===== src/rtl/instr_mem_loader_if.sv =====
// Handshake and memory-write bundle between a host/boot link and the
// instruction memory loader. The loader drives the slave side.
//
// Byte handshake: a byte on byte_data is transferred on every rising clk
// edge where byte_valid and byte_ready are both 1; byte_valid may drop at any
// time, and byte_ready never depends combinationally on byte_valid.
interface instr_mem_loader_if #(
    parameter int LEN_W = 9
) ();
    logic             start;
    logic [LEN_W-1:0] length;
    logic             byte_valid;
    logic [7:0]       byte_data;
    logic             byte_ready;
    logic             mem_we;
    logic [31:0]      mem_addr;
    logic [31:0]      mem_wdata;
    logic             busy;
    logic             done;
    logic             error;
    logic             cpu_hold;
    logic [1:0]       dbg_state;   // loader FSM state, for observation only

    modport master (
        output start, length, byte_valid, byte_data,
        input  byte_ready, mem_we, mem_addr, mem_wdata,
        input  busy, done, error, cpu_hold, dbg_state
    );

    modport slave (
        input  start, length, byte_valid, byte_data,
        output byte_ready, mem_we, mem_addr, mem_wdata,
        output busy, done, error, cpu_hold, dbg_state
    );
endinterface


===== src/rtl/instr_mem_loader.sv =====
// Instruction memory loader: packs a byte stream MSB-first into 32-bit words
// and writes them to consecutive word addresses from 0, holding the CPU in
// reset for the whole load. All outputs come straight from flops.
module instr_mem_loader #(
    parameter int MEM_SIZE = 256,
    parameter int LEN_W    = 9
) (
    input  logic                 clk,
    input  logic                 rst,
    instr_mem_loader_if.slave    bus
);
    typedef enum logic [1:0] {
        IDLE    = 2'd0,
        COLLECT = 2'd1,
        WRITE   = 2'd2,
        FINISH  = 2'd3
    } state_t;

    // One extra bit so a length above MEM_SIZE compares correctly even when
    // MEM_SIZE itself fills LEN_W.
    localparam logic [LEN_W:0] MAX_LEN = (LEN_W+1)'(MEM_SIZE);
    localparam int             PAD_W   = 30 - LEN_W;

    state_t           state_q;
    logic [LEN_W-1:0] len_q;
    logic [LEN_W-1:0] word_idx_q;
    logic [1:0]       byte_cnt_q;
    logic [23:0]      shift_q;      // first three bytes of the current word
    logic             byte_ready_q;
    logic             mem_we_q;
    logic [31:0]      mem_addr_q;
    logic [31:0]      mem_wdata_q;
    logic             busy_q;
    logic             done_q;
    logic             error_q;

    // Load sequencer: state, datapath and registered outputs in one place.
    always_ff @(posedge clk or posedge rst) begin
        if (rst) begin
            state_q      <= IDLE;
            len_q        <= '0;
            word_idx_q   <= '0;
            byte_cnt_q   <= '0;
            shift_q      <= '0;
            byte_ready_q <= 1'b0;
            mem_we_q     <= 1'b0;
            mem_addr_q   <= '0;
            mem_wdata_q  <= '0;
            busy_q       <= 1'b0;
            done_q       <= 1'b0;
            error_q      <= 1'b0;
        end else begin
            // Pulse outputs default low; the branches below raise them.
            mem_we_q <= 1'b0;
            done_q   <= 1'b0;
            error_q  <= 1'b0;
            case (state_q)
                IDLE: begin
                    if (bus.start) begin
                        if (bus.length == '0 || {1'b0, bus.length} > MAX_LEN) begin
                            error_q <= 1'b1;
                        end else begin
                            len_q        <= bus.length;
                            word_idx_q   <= '0;
                            byte_cnt_q   <= '0;
                            byte_ready_q <= 1'b1;
                            busy_q       <= 1'b1;
                            state_q      <= COLLECT;
                        end
                    end
                end
                COLLECT: begin
                    if (bus.byte_valid && byte_ready_q) begin
                        shift_q    <= {shift_q[15:0], bus.byte_data};
                        byte_cnt_q <= byte_cnt_q + 2'd1;
                        if (byte_cnt_q == 2'd3) begin
                            byte_ready_q <= 1'b0;
                            mem_we_q     <= 1'b1;
                            mem_addr_q   <= {{PAD_W{1'b0}}, word_idx_q, 2'b00};
                            mem_wdata_q  <= {shift_q, bus.byte_data};
                            state_q      <= WRITE;
                        end
                    end
                end
                WRITE: begin
                    if (word_idx_q == len_q - LEN_W'(1)) begin
                        done_q  <= 1'b1;
                        state_q <= FINISH;
                    end else begin
                        word_idx_q   <= word_idx_q + LEN_W'(1);
                        byte_cnt_q   <= '0;
                        byte_ready_q <= 1'b1;
                        state_q      <= COLLECT;
                    end
                end
                FINISH: begin
                    busy_q  <= 1'b0;
                    state_q <= IDLE;
                end
                default: state_q <= IDLE;
            endcase
        end
    end

    assign bus.byte_ready = byte_ready_q;
    assign bus.mem_we     = mem_we_q;
    assign bus.mem_addr   = mem_addr_q;
    assign bus.mem_wdata  = mem_wdata_q;
    assign bus.busy       = busy_q;
    assign bus.cpu_hold   = busy_q;
    assign bus.done       = done_q;
    assign bus.error      = error_q;
    assign bus.dbg_state  = state_q;
endmodule


===== src/flat_wrapper.sv =====
// flat-port wrapper written by rule: the top's interface ports become plain ports
module instr_mem_loader_flat 
#(
    parameter int MEM_SIZE = 256,
    parameter int LEN_W    = 9
)
  (clk, rst, bus_start, bus_length, bus_byte_valid, bus_byte_data, bus_byte_ready, bus_mem_we, bus_mem_addr, bus_mem_wdata, bus_busy, bus_done, bus_error, bus_cpu_hold, bus_dbg_state);
  instr_mem_loader_if #(.LEN_W(LEN_W)) bus_i ();
  input  logic clk;
  input  logic rst;
  input wire logic [$bits(bus_i.start)-1:0] bus_start;
  input wire logic [$bits(bus_i.length)-1:0] bus_length;
  input wire logic [$bits(bus_i.byte_valid)-1:0] bus_byte_valid;
  input wire logic [$bits(bus_i.byte_data)-1:0] bus_byte_data;
  output wire logic [$bits(bus_i.byte_ready)-1:0] bus_byte_ready;
  output wire logic [$bits(bus_i.mem_we)-1:0] bus_mem_we;
  output wire logic [$bits(bus_i.mem_addr)-1:0] bus_mem_addr;
  output wire logic [$bits(bus_i.mem_wdata)-1:0] bus_mem_wdata;
  output wire logic [$bits(bus_i.busy)-1:0] bus_busy;
  output wire logic [$bits(bus_i.done)-1:0] bus_done;
  output wire logic [$bits(bus_i.error)-1:0] bus_error;
  output wire logic [$bits(bus_i.cpu_hold)-1:0] bus_cpu_hold;
  output wire logic [$bits(bus_i.dbg_state)-1:0] bus_dbg_state;
  assign bus_i.start = bus_start;
  assign bus_i.length = bus_length;
  assign bus_i.byte_valid = bus_byte_valid;
  assign bus_i.byte_data = bus_byte_data;
  assign bus_byte_ready = bus_i.byte_ready;
  assign bus_mem_we = bus_i.mem_we;
  assign bus_mem_addr = bus_i.mem_addr;
  assign bus_mem_wdata = bus_i.mem_wdata;
  assign bus_busy = bus_i.busy;
  assign bus_done = bus_i.done;
  assign bus_error = bus_i.error;
  assign bus_cpu_hold = bus_i.cpu_hold;
  assign bus_dbg_state = bus_i.dbg_state;
  instr_mem_loader #(.MEM_SIZE(MEM_SIZE), .LEN_W(LEN_W)) u_core (.clk(clk), .rst(rst), .bus(bus_i));
endmodule

===== config.mk =====
export PLATFORM = sky130hd
export DESIGN_NAME = instr_mem_loader_flat
export DESIGN_NICKNAME = d
export VERILOG_FILES = /design/src/rtl/instr_mem_loader_if.sv /design/src/rtl/instr_mem_loader.sv /design/src/flat_wrapper.sv
export SDC_FILE = /design/constraint.sdc
export NUM_CORES = 1
export LEC_CHECK = 0
export CAP_MARGIN = 10
export CORE_UTILIZATION = 40
export CTS_BUF_LIST = sky130_fd_sc_hd__clkbuf_16
export DETAILED_ROUTE_END_ITERATION = 8
export PLACE_DENSITY = 0.7
export SYNTH_ARGS = -nofsm -noshare
export SYNTH_HDL_FRONTEND = slang
export SYNTH_SLANG_ARGS = --single-unit

===== constraint.sdc =====
create_clock -name clk -period 3.9 [get_ports clk]
set_clock_uncertainty 0.2 [all_clocks]
set_input_delay 0.975 -clock clk [delete_from_list [all_inputs] [get_ports clk]]
set_output_delay 0.975 -clock clk [all_outputs]
set_load 0.1 [all_outputs]

==> flow_metrics.env, run 1 <==
export IMPL_status="finished, final reports clean"
export IMPL_hold_class="flop to flop"
export IMPL_port_buffers=69
export IMPL_postCtsHoldBufs=0
export IMPL_mappedNetlistArea_sq_um=4270
export IMPL_slew_viol_final=0
export IMPL_cp_slowest_stage_delay_ns=0.58
export IMPL_yosysMostFrequentCell="nand2_1"
export IMPL_die_y_um=105
export IMPL_dp_hpwl_um=6400
export IMPL_synthTopCellsByArea="dfrtp_1 54%, nand2_1 20%, buf_4 4.2%"
export IMPL_setup_viol_count_final=0
export IMPL_cts_buffers=9
export IMPL_final_area_sq_um=5190
export IMPL_crit_start="bus_length[5]"
export IMPL_clkSlewWorstSetupHoldPaths_ns=0.07
export IMPL_firstDrtPassIters=4
export IMPL_clock_sinks=92
export IMPL_synth_top_area_cell="dfrtp_1"
export IMPL_place_area_sq_um=4900
export IMPL_drt_iter0_drc=105
export IMPL_row_count=37
export IMPL_clk_path_buf_depth=2
export IMPL_vias=3290
export IMPL_drc=0
export IMPL_worstPathCellList="clkdlybuf4s50_1 -> or4_4 -> o21ai_2 -> a41oi_4 -> or4_1 -> or3_1 -> a21oi_1"
export IMPL_power_share_clock=0.432
export IMPL_p_per_area_nw_per_um2=376
export IMPL_intPower_mw=1.42
export IMPL_p_leak_nw=2.72
export IMPL_synthCells=476
export IMPL_grt_ovfl_total=0
export IMPL_ys_flop_type="dfrtp_1"
export IMPL_path_class="input port to flop"
export IMPL_viasPerCell=4.83
export IMPL_crit_cells=7
export IMPL_synthTopCellsByCount="224 x nand2_1, 92 x dfrtp_1, 24 x buf_4, 16 x clkbuf_1, 13 x o21ai_0"
export IMPL_finalHoldViolCount=0
export IMPL_r2r_cells=8
export IMPL_crit_end="u_core.word_idx_q[7]"
export IMPL_arrival_ns=3.53
export IMPL_syn_area_per_cell_sq_um=8.98
export IMPL_r2r_end="u_core.word_idx_q[4]"
export IMPL_cts_setup_buffers=0
export IMPL_die_w_um=105
export IMPL_grt_usage=0.181
export IMPL_maxCapViolCount=0
export IMPL_seq_area_sq_um=2300
export IMPL_antenna_found_initial=0
export IMPL_reg2reg_from="u_core.len_q[0]"
export IMPL_synth_top_area_frac=0.539
export IMPL_clk_latency_ns=0.34
export IMPL_core_sq_um=10300
export IMPL_start_kind="input port"
export IMPL_synth_edf_count=0
export IMPL_die_area_sq_um=11100
export IMPL_drt_total_wl_um=9350
export IMPL_sequentialPowerShare=0.489
export IMPL_rsz0062_at_grt="no"
export IMPL_htreeDepth=3
export IMPL_antenna_cells=0
export IMPL_place_gp_congestion=0.806
export IMPL_cts_resized=0
export IMPL_antenna_left=0
export IMPL_multi_input_area_sq_um=1740
export IMPL_ys_ff_latch=92
export IMPL_min_period_ns=3.47
export IMPL_yosysUniqueCellTypes=49
export IMPL_drive_gt1_frac=0.139
export IMPL_p_comb_frac=0.079
export IMPL_start_util=0.414
export IMPL_cp_top_family="simple AND/OR/NAND/NOR gates"
export IMPL_period_share=0.890
export IMPL_grt_pass1_vias=3257
export IMPL_swShare=0.271
export IMPL_worst_pin_slew_ns=0.996
export IMPL_io_pin_count=93
export IMPL_synthArstFlopShare=1.00
export IMPL_root_buffer="clkbuf_16"
export IMPL_relSlewSlack=0.334
export IMPL_yosys_warnings=0
export IMPL_n_fill_cell=1001
export IMPL_cts_tree="yes"
export IMPL_tns_ns=0
export IMPL_cp_max_fo=9
export IMPL_drt_wirelength_per_cell_um=13.7
export IMPL_p_switching_uw=529
export IMPL_cp_end_kind="flop"
export IMPL_required_ns=3.96
export IMPL_grt_pass1_wl_um=15800
export IMPL_power_mw=1.95
export IMPL_yosysSeqAreaShare=0.539
export IMPL_rrSetupSlack_ns=0.69
export IMPL_grt_max_degree=53
export IMPL_cp_num_buf_inv=1
export IMPL_nets=564
export IMPL_max_freq_mhz=288
export IMPL_syn2layout_area_growth_pct=21.4
export IMPL_crit_slowest_cell="or4_1"
export IMPL_vdd_ir_drop_max_v=0.000262
[metal layers]
metal  GRT usage  part of all wire
met5           0                 0
met4      0.0553             0.010
met3      0.0439             0.046
met2       0.305              0.50
met1       0.230              0.44
[power groups by stage]
stage,combinational (mW),sequential (mW),clock [mW]
after floorplan,0.136,0.977,0
after detailed placement,0.155,0.973,0
final,0.154,0.955,0.845
after CTS,0.156,0.954,0.869
after global placement,0.155,0.973,0
after global routing,0.162,0.954,0.903
[registers in the layout (all words and copies together) (netlist names)]
signal / flops
u_core.byte_cnt_q: 2
u_core.len_q: 9
u_core.bus.mem_addr: 9
u_core.bus.mem_wdata: 32
u_core.bus.mem_we: 1
u_core.bus.byte_ready: 1
u_core.bus.done: 1
u_core.shift_q: 24
u_core.bus.busy: 1
u_core.bus.error: 1
u_core.bus.dbg_state: 2
u_core.word_idx_q: 9
[per-stage QoR]
step,setup WS [ns],util,std cells,hold WS (ns)
after floorplan,0.333,-,498,0.239
after CTS,0.443,0.503,681,0.279
after global placement,0.180,0.474,665,0.257
after detailed placement,0.0985,0.474,665,0.257
after global routing,0.209,0.503,681,0.304
final,0.429,0.503,681,0.273
[cell families (layout without fill, tap and decap cells)]
family | Yosys count | after routing | share of synthesized area
and+or+nand+nor | 278 | 278 | 0.278
DFF | 92 | 92 | 0.539
buffers and inverters | 53 | 100 | 0.0749
AOI/OAI and AO/OA | 34 | 34 | 0.0621
xor gates and xnor gates | 11 | 11 | 0.0269
muxes | 4 | 4 | 0.00966
adders and majority gates | 3 | 3 | 0.00878
other | 1 | 23 | 0.000877
[layout by cell type, fill, tap and decap left out, drive strengths merged, types with 4 or more instances in the layout]
master / count
clkinv: 4
nor2: 8
nor3: 8
clkbuf: 9
xnor2: 5
nand2: 224
o21ai: 14
conb: 23
buf: 42
or4: 5
xor2: 5
clkdlybuf4s50: 32
dfrtp: 92
inv: 13
or3: 9
a21oi: 6
nand3: 6
[worst reg2reg max path: cells and delay by family, from the launching register on]
family / cells / cell delay [ns]
DFF: 1 / 0.44
xor gates and xnor gates: 1 / 0.37
muxes: 1 / 0.18
AOI/OAI and AO/OA: 3 / 1.18
adders and majority gates: 1 / 0.30
buffers and inverters: 1 / 0.10
and+or+nand+nor: 1 / 0.30
[final cells by class]
| cell class | instances | share of cell area |
|---|---|---|
| inverter | 10 | 0.00747 |
| timing repair buffer | 74 | 0.125 |
| tap | 136 | 0.0328 |
| multi-input combinational | 353 | 0.335 |
| clock inverter | 7 | 0.0128 |
| clock buffer | 9 | 0.0434 |
| sequential | 92 | 0.444 |
[worst min path at each step]
stage                     depth (start not counted)                        to  slack (ns)          startpoint
after detailed placement                          2  u_core.bus.mem_wdata[29]        0.26  u_core.shift_q[21]
after global routing                              2        u_core.shift_q[21]        0.30  u_core.shift_q[21]
after floorplan                                   2  u_core.bus.mem_wdata[24]        0.24  u_core.shift_q[16]
after global placement                            2  u_core.bus.mem_wdata[29]        0.26  u_core.shift_q[21]
final                                             2  u_core.bus.mem_wdata[26]        0.27  u_core.shift_q[18]
after CTS                                         2  u_core.bus.mem_wdata[26]        0.28  u_core.shift_q[18]
Power figures use the tool's default switching activity.
==> run 2: changes to the inputs <==
--- a/config.mk
+++ b/config.mk
@@ -11,3 +11,3 @@
 export DETAILED_ROUTE_END_ITERATION = 8
-export PLACE_DENSITY = 0.7
+export PLACE_DENSITY = 0.73
 export SYNTH_ARGS = -nofsm -noshare
@@ -15 +15,2 @@
 export SYNTH_SLANG_ARGS = --single-unit
+export TNS_END_PERCENT = 20
==> constraint.sdc (replaced) <==
create_clock -name clk -period 2.9 [get_ports clk]
set_clock_uncertainty 0.2 [all_clocks]
set_input_delay 0.725 -clock clk [delete_from_list [all_inputs] [get_ports clk]]
set_output_delay 0.725 -clock clk [all_outputs]
set_load 0.005 [all_outputs]
==> run 2 against run 1 <==
Against the previous run:
- sequential share of layout area is 2.6 points lower
- hold slack hardly changed
- final area is 6.3% higher
- via count is 3.4% higher
- total power is 31% higher
- first-iteration DRC count is 24% higher
- utilization is 3.2 points higher
- critical path type unchanged
- register-to-register slack worse by 0.58 ns
- non-clock buffer count is 17 higher
- clock power is 43% higher
==> flow_metrics.env, run 2 (synthesis results as in run 1) <==
export IMPL_cp_max_fo=7
export IMPL_grt_pass1_vias=3385
export IMPL_path_class="input port to flop"
export IMPL_clkSlewWorstSetupHoldPaths_ns=0.07
export IMPL_die_w_um=105
export IMPL_period_share=0.984
export IMPL_start_util=0.414
export IMPL_power_mw=2.56
export IMPL_root_buffer="clkbuf_16"
export IMPL_drt_iter0_drc=130
export IMPL_relSlewSlack=0.604
export IMPL_drt_total_wl_um=9800
export IMPL_place_inst=680
export IMPL_final_area_sq_um=5520
export IMPL_tns_ns=0
export IMPL_final_util=0.534
export IMPL_antenna_cells=0
export IMPL_firstDrtPassIters=4
export IMPL_drt_wirelength_per_cell_um=14.0
export IMPL_arrival_ns=2.92
export IMPL_drive_gt1_frac=0.123
export IMPL_p_leak_nw=2.76
export IMPL_start_kind="input port"
export IMPL_port_buffers=69
export IMPL_antenna_found_initial=0
export IMPL_rrSetupSlack_ns=0.11
export IMPL_r2r_end="u_core.word_idx_q[4]"
export IMPL_clock_sinks=92
export IMPL_row_count=37
export IMPL_nets=581
export IMPL_n_fill_cell=943
export IMPL_vias=3401
export IMPL_required_ns=2.97
export IMPL_hold_class="flop to flop"
export IMPL_htreeDepth=3
export IMPL_crit_end="u_core.word_idx_q[8]"
export IMPL_status="finished, final reports clean"
export IMPL_holdWs_ns=0.273
export IMPL_worst_pin_slew_ns=0.594
export IMPL_cp_end_kind="flop"
export IMPL_maxCapViolCount=0
export IMPL_p_per_area_nw_per_um2=465
export IMPL_dp_hpwl_um=6440
export IMPL_drc=0
export IMPL_r2r_cells=8
export IMPL_mostFrequentLayoutCell="nand2_1"
export IMPL_setup_viol_count_final=0
export IMPL_grt_usage=0.182
export IMPL_final_cell_mix="224 x nand2_1, 92 x dfrtp_1, 61 x clkdlybuf4s50_1"
export IMPL_die_y_um=105
export IMPL_grt_max_degree=93
export IMPL_clk_path_buf_depth=2
export IMPL_clk_latency_ns=0.35
export IMPL_io_pin_count=93
export IMPL_place_gp_congestion=0.841
export IMPL_antenna_left=0
export IMPL_postCtsHoldBufs=0
export IMPL_die_area_sq_um=11100
export IMPL_grt_pass1_wl_um=16000
export IMPL_slew_viol_final=0
export IMPL_fin_cells=698
export IMPL_place_ws_ns=-0.552
export IMPL_core_sq_um=10300
export IMPL_place_area_sq_um=5120
export IMPL_viasPerCell=4.87
export IMPL_crit_start="bus_length[3]"
export IMPL_setup_slack_ns=0.0473
export IMPL_min_period_ns=2.85
export IMPL_reg2reg_from="u_core.len_q[3]"
export IMPL_cts_buffers=9
export IMPL_cts_tree="yes"
export IMPL_max_freq_mhz=351
export IMPL_largest_reg_flops=32
export IMPL_finalHoldViolCount=0
export IMPL_grt_ovfl_total=0
export IMPL_syn2layout_area_growth_pct=29.1
export IMPL_vdd_ir_drop_max_v=0.000326
-- run 2: cell types whose count changed in the layout (fill, tap and decap cells not counted), moves of 2 or more --
| cell | delta |
|---|---|
| dlygate4sd2_1 | +2 |
| or4_4 | +3 |
| dlymetal6s2s_1 | +2 |
| clkinv_8 | +3 |
| clkdlybuf4s50_1 | +29 |
| or4_1 | -3 |
| clkdlybuf4s15_1 | +3 |
| buf_4 | -22 |
-- run 2: worst min-delay path by stage --
stage                      startpoint                  endpoint  slack, ns  cells after the start
5_1_grt        u_core.bus.mem_addr[7]    u_core.bus.mem_addr[7]       0.29                      2
3_5_place_dp       u_core.shift_q[23]  u_core.bus.mem_wdata[31]       0.25                      2
3_3_place_gp       u_core.shift_q[22]  u_core.bus.mem_wdata[30]       0.26                      2
2_1_floorplan      u_core.shift_q[16]  u_core.bus.mem_wdata[24]       0.24                      2
6_report           u_core.shift_q[18]  u_core.bus.mem_wdata[26]       0.27                      2
4_1_cts            u_core.shift_q[18]  u_core.bus.mem_wdata[26]       0.28                      2
-- run 2: power breakdown --
group	switching [mW]	internal (mW)
logic	0.0450	0.0306
registers	0.000772	1.28
clock network	0.586	0.620
-- run 2: metal layers --
layer | wire length (um) | track usage | up-vias
met2 | 4950 | 0.311 | 96
met5 | 0 | 0 | -
met1 | 4140 | 0.223 | 1650
li1 | - | - | 1639
met3 | 549 | 0.0495 | 16
met4 | 155 | 0.0543 | 0
-- run 2: layout make-up --
class,count,area (sq um),area share
Inverter,10,41.3,0.00748
Timing Repair Buffer,91,882,0.160
Clock inverter,7,91.3,0.0166
Multi-Input combinational cell,353,1810,0.327
Clock buffer,9,225,0.0408
Tap cell,136,170,0.0308
Sequential cell,92,2300,0.417
-- run 2: critical path, cell delays in order --
cell	delay, ns
dlygate4sd2_1	0.25
or4_4	0.50
o21ai_4	0.17
a41oi_4	0.21
or4_4	0.58
or3_1	0.36
a21oi_1	0.15
-- run 2: timing repair --
action / in CTS / in global routing
cloned: 0 / 0
buffers inserted: 0 / 2
endpoints found under the setup margin: 17 / 10
gates resized for setup: 12 / 17
pin swaps: 8 / 8
==> variant 1, RTL diff (flow settings as in run 1) <==
`LEN_W` is set to 9 in 3 places; all go to 7.
--- a/src/rtl/instr_mem_loader_if.sv
+++ b/src/rtl/instr_mem_loader_if.sv
@@ -5,7 +5,7 @@
 // edge where byte_valid and byte_ready are both 1; byte_valid may drop at any
 // time, and byte_ready never depends combinationally on byte_valid.
 interface instr_mem_loader_if #(
-    parameter int LEN_W = 9
+    parameter int LEN_W = 7
 ) ();
     logic             start;
     logic [LEN_W-1:0] length;
--- a/src/rtl/instr_mem_loader.sv
+++ b/src/rtl/instr_mem_loader.sv
@@ -3,7 +3,7 @@
 // reset for the whole load. All outputs come straight from flops.
 module instr_mem_loader #(
     parameter int MEM_SIZE = 256,
-    parameter int LEN_W    = 9
+    parameter int LEN_W    = 7
 ) (
     input  logic                 clk,
     input  logic                 rst,
--- a/src/flat_wrapper.sv
+++ b/src/flat_wrapper.sv
@@ -2,7 +2,7 @@
 module instr_mem_loader_flat 
 #(
     parameter int MEM_SIZE = 256,
-    parameter int LEN_W    = 9
+    parameter int LEN_W    = 7
 )
   (clk, rst, bus_start, bus_length, bus_byte_valid, bus_byte_data, bus_byte_ready, bus_mem_we, bus_mem_addr, bus_mem_wdata, bus_busy, bus_done, bus_error, bus_cpu_hold, bus_dbg_state);
   instr_mem_loader_if #(.LEN_W(LEN_W)) bus_i ();
Ports: changed (resized bus_length); port bits go from 93 to 91. The function was not compared with the original's and may differ.
==> variant 1 against run 1 <==
- core utilization increased by 1.4 points
- clock power decreased by 4.6%
- design area decreased by 17%
- combinational power decreased by 8%
- worst setup slack improved by 460 ps
- routed wire length decreased by 34%
- sequential cell count decreased by 13
- largest power group unchanged
- die area decreased by 19%
- final cell count decreased by 26%
- sequential share of layout area increased by 1.7 points
- power decreased by 9.5%
- synthesized area decreased by 19%
==> variant 1: results (changes against run 1) <==
stage,metric,value,unit,change
status,status,finished clean,,
setup_path,CP startpoint,u_core.bus.mem_wdata[22],,
worst_hold_path,Hold Crit Start,u_core.shift_q[16],,
setup_path,Worst Path Arrival,1830,ps,-1700 ps
layout,fraction of layout cells with a size suffix above 1,10.4,%,-3.6 points
placement,dpl cells,485,,-27%
clock_network,worst skew pair latency,320,ps,-20 ps
route,DR vias,2358,,-28%
placement,GP Congestion,0.747,,-7.4%
setup_path,maximum fanout along the worst path,2,,-7
layout,max reg flops,32,,unchanged
worst_hold_path,hold depth,2,,unchanged
setup_path,reg2reg setup slack,1830,ps,+1140 ps
route,final wirelength,6150,um,-34%
logic_synthesis,ranking of synthesized cells by area,"dfrtp_1, nand2_1, mux2_1",,
clock_network,clock tree buffer depth,2,,unchanged
placement,post-placement cell area,4000,sq um,-18%
setup_path,r2r startpoint,u_core.bus.dbg_state[1],,
clock_network,number of H-tree levels,3,,unchanged
setup_path,RR Endpoint,u_core.bus.mem_wdata[2],,
route,vias per cell,4.71,,-2.6%
grt,largest net degree at the start of global routing,80,,+51%
placement,I/O Buffers,58,,-16%
pwr,sw power,0.443,mW,-16%
placement,DP Wirelength,4000,um,-37%
pwr,Leak,2.30,nW,-15%
setup_path,"Slowest-stage cell, CP",clkdlybuf4s50_1,,
route,DR pass1 iterations,4,,unchanged
clock_network,cts bufs inserted,9,,unchanged
timing,final worst path period need,3010,ps,-463 ps
grt,vias in the first global route,2123,,-35%
setup_path,critical path endpoint,bus_mem_wdata[22],,
logic_synthesis,synth unique cells,38,,-22%
logic_synthesis,register area share after synthesis,57.3,%,+3.4 points
setup_path,"slowest stage delay, CP",1140,ps,+560 ps
clock_network,Worst-path clk slew,60,ps,
setup_path,R2R depth,6,,-2
grt,first-pass GRT wire length,10300,um,-35%
worst_hold_path,Hold EP,u_core.bus.mem_wdata[24],,
pwr,power density over the cells,412,nW/um^2,+9.5%
clock_network,Resize count post-CTS,0,,unchanged
route,Iter 0 DRT Violations,80,,-24%
logic_synthesis,Synth Warn #,0,,unchanged
timing,Rel. slew slack,34.7,%,+1.3 points
layout,"Net count, final",419,,-26%
pwr,Max VDD drop,0.000180,V,-31%
grt,total track usage,15.2,%,-3.0 points
placement,Placement Setup Slack,1170,ps,+1070 ps
logic_synthesis,"EDFF count, synth",0,,unchanged
logic_synthesis,Synth Instances,334,,-30%
grt,initial antenna violation count,0,,unchanged
clock_network,root buf cell,clkbuf_16,,
layout,n_diodes,0,,unchanged
setup_path,Top delay family on crit path,buffers and inverters,,
logic_synthesis,Synth top cells by count,"nand2_1, dfrtp_1, buf_4",,
## variant 1: cell count changes after synthesis, moves of 5 or more
cell / run 1 / this run
buf_2: 0 / 5
clkbuf_1: 16 / 6
dfrtp_1: 92 / 79
ha_1: 3 / 9
mux2_1: 0 / 24
nand2_1: 224 / 127
nor3_1: 8 / 2
o21ai_0: 13 / 3
or3_1: 6 / 0
xnor2_1: 5 / 0
xor2_1: 5 / 0
## variant 1: cell type report
cell class / instances / area [sq um]
Timing Repair Buffer: 61 / 578
Clock inverter: 7 / 65.1
Clock buffer: 9 / 225
Fill cell: 762 / 4010
Multi-Input combinational cell: 231 / 1270
Sequential cell: 79 / 1980
Tap cell: 105 / 131
Inverter: 9 / 37.5
## variant 1: stage by stage
stage | total power [mW] | hold WS, ps
floorplan | 0.976 | 235
detailed placement | 0.977 | 249
global route | 1.83 | 292
global placement | 0.977 | 248
CTS | 1.79 | 265
finish | 1.77 | 263
## variant 1: power by group through the flow
stage,Sequential [mW],Clock [mW],Combinational (mW)
3_3_place_gp,0.835,0,0.142
4_1_cts,0.820,0.828,0.142
5_1_grt,0.820,0.865,0.148
3_5_place_dp,0.835,0,0.142
6_report,0.820,0.806,0.141
2_1_floorplan,0.839,0,0.136
## variant 1: kinds of logic (layout without fill, tap and decap cells)
group,after synthesis,after routing,synth area share (%)
and+or+nand+nor,148,148,17.6
muxes,27,27,8.85
DFF,79,79,57.3
AOI/OAI and AO/OA,22,22,4.50
other,1,25,0.109
adders and majority gates,9,9,3.26
buffers and inverters,48,86,8.41
## variant 1: per-layer routing
| layer | global-route usage, % | wire length (um) |
|---|---|---|
| met4 | 5.68 | 63 |
| met2 | 23.7 | 2930 |
| met1 | 20.5 | 2910 |
| met3 | 3.46 | 243 |
| met5 | 0 | 0 |
==> variant 2, RTL diff (settings of run 1) <==
Made on the original files. Make the reset (`rst`) synchronous in one clocked block.
--- a/src/rtl/instr_mem_loader.sv
+++ b/src/rtl/instr_mem_loader.sv
@@ -35,7 +35,7 @@
     logic             error_q;
 
     // Load sequencer: state, datapath and registered outputs in one place.
-    always_ff @(posedge clk or posedge rst) begin
+    always_ff @(posedge clk) begin
         if (rst) begin
             state_q      <= IDLE;
             len_q        <= '0;
Function: differs if rst is asserted again (counterexample within 4 cycles, from zero or initial values and one cycle with rst high); with rst held inactive, the same outputs for 10 cycles.
==> variant 2 against run 1 <==
- first-iteration DRC count grew 66%
- sequential cell count stayed put
- routed wire length decreased by 4.5%
- worst setup slack got worse by 110 ps
- critical path depth did not move
- register-to-register slack better by 230 ps
- highest routed layer unchanged
- power increased by 3.6%
- design area shrank 6.9%
- synthesized area down 8.6%
- fmax fell by 3.0%
==> variant 2: results (changes against run 1) <==
stage,metric,value,unit,change
layout,Fillers,932,,-6.9%
layout,fraction of layout cells with a size suffix above 1,8.38,%,-5.6 points
route,DR pass1 iterations,5,,+1
grt,vias in the first global route,3155,,-3.1%
setup_path,r2r startpoint,u_core.len_q[0],,
logic_synthesis,Compound-Gate Fraction of Synth Area,16.1,%,+9.9 points
status,status,finished clean,,
layout,"Net count, final",568,,+0.71%
grt,total track usage,18.3,%,+0.17 points
placement,I/O Buffers,69,,unchanged
grt,largest net degree at the start of global routing,86,,+62%
logic_synthesis,register area share after synthesis,47.1,%,-6.7 points
logic_synthesis,post-synthesis xor/xnor area fraction,2.63,%,-0.067 points
route,Iter 0 DRT Violations,174,,+66%
worst_hold_path,Hold Crit Start,u_core.bus.mem_wdata[29],,
placement,DP Wirelength,5950,um,-7.0%
route,vias per cell,4.98,,+3.2%
logic_synthesis,synth unique cells,41,,-16%
setup_path,maximum fanout along the worst path,14,,+5
logic_synthesis,"Async S/R FF share, synth",0,%,-100 points
placement,Placement Setup Slack,3.71,ps,-94.8 ps
layout,fin cells,678,,-0.44%
pwr,Max VDD drop,0.000226,V,-14%
route,final wirelength,8920,um,-4.5%
pwr,Leak,1.74,nW,-36%
setup_path,Worst Path Arrival,3650,ps,+120 ps
logic_synthesis,ranking of synthesized cells by area,"dfxtp_1, nand2_1, a21oi_1",,
logic_synthesis,Synth Instances,488,,+2.5%
placement,GP Congestion,0.758,,-6.0%
timing,slew of the pin with the lowest slew margin,973,ps,-23.3 ps
logic_synthesis,Synth top cells by count,"nand2_1, dfxtp_1, a21oi_1",,
## variant 2: cell types whose count changed after synthesis, moves of 6 or more
cell             run 1  this run
nand2_1            224       139
dfrtp_1             92         0
o21ai_0             13         7
clkbuf_1            16        24
or3_1                6         0
o31ai_1              2         8
nor2_1               7        18
dfxtp_1              0        92
or4_1                3         9
a21oi_1              6        82
## variant 2: routing by layer
metal	vias up	GRT usage (%)	share of wire, %
li1	1708	-	-
met1	1543	25.3	48
met2	117	27.5	43
met3	11	4.37	7.1
met4	0	7.02	1.5
met5	-	0	0
## variant 2: critical path, stage by stage
cell	delay (ps)
clkdlybuf4s50_1	440
or4_1	580
o21a_1	250
o31ai_2	340
nand2_1	330
or4_1	580
a21oi_1	150
## variant 2: worst paths after layout
path,cells after the start,slack (ps),end
max,7,320,u_core.word_idx_q[5]
min,2,250,u_core.bus.mem_wdata[29]
max reg2reg,8,920,u_core.word_idx_q[6]
min reg2reg,2,250,u_core.bus.mem_wdata[29]
## variant 2: cell type report
class	instances	area, sq um	share of cell area (%)
multi-input cells	355	1810	37.5
inverters	10	37.5	0.777
well taps	129	161	3.34
repair buffers	76	693	14.4
clock inverters	7	58.8	1.22
clock buffers	9	225	4.66
flip-flops and latches	92	1840	38.1
## variant 2: power by group
group	internal, mW	switching, mW	total, mW
clock network	0.442	0.391	0.833
registers	0.947	0.0115	0.958
logic	0.0525	0.180	0.233
## variant 2: logic make-up (layout without fill, tap and decap cells)
family,count (synthesis),in the layout
simple gates,199,199
flops,92,92
compound gates,111,111
fa+ha+maj,3,3
other cells,1,23
buf+inv,63,102
mux,9,9
xor+xnor,10,10
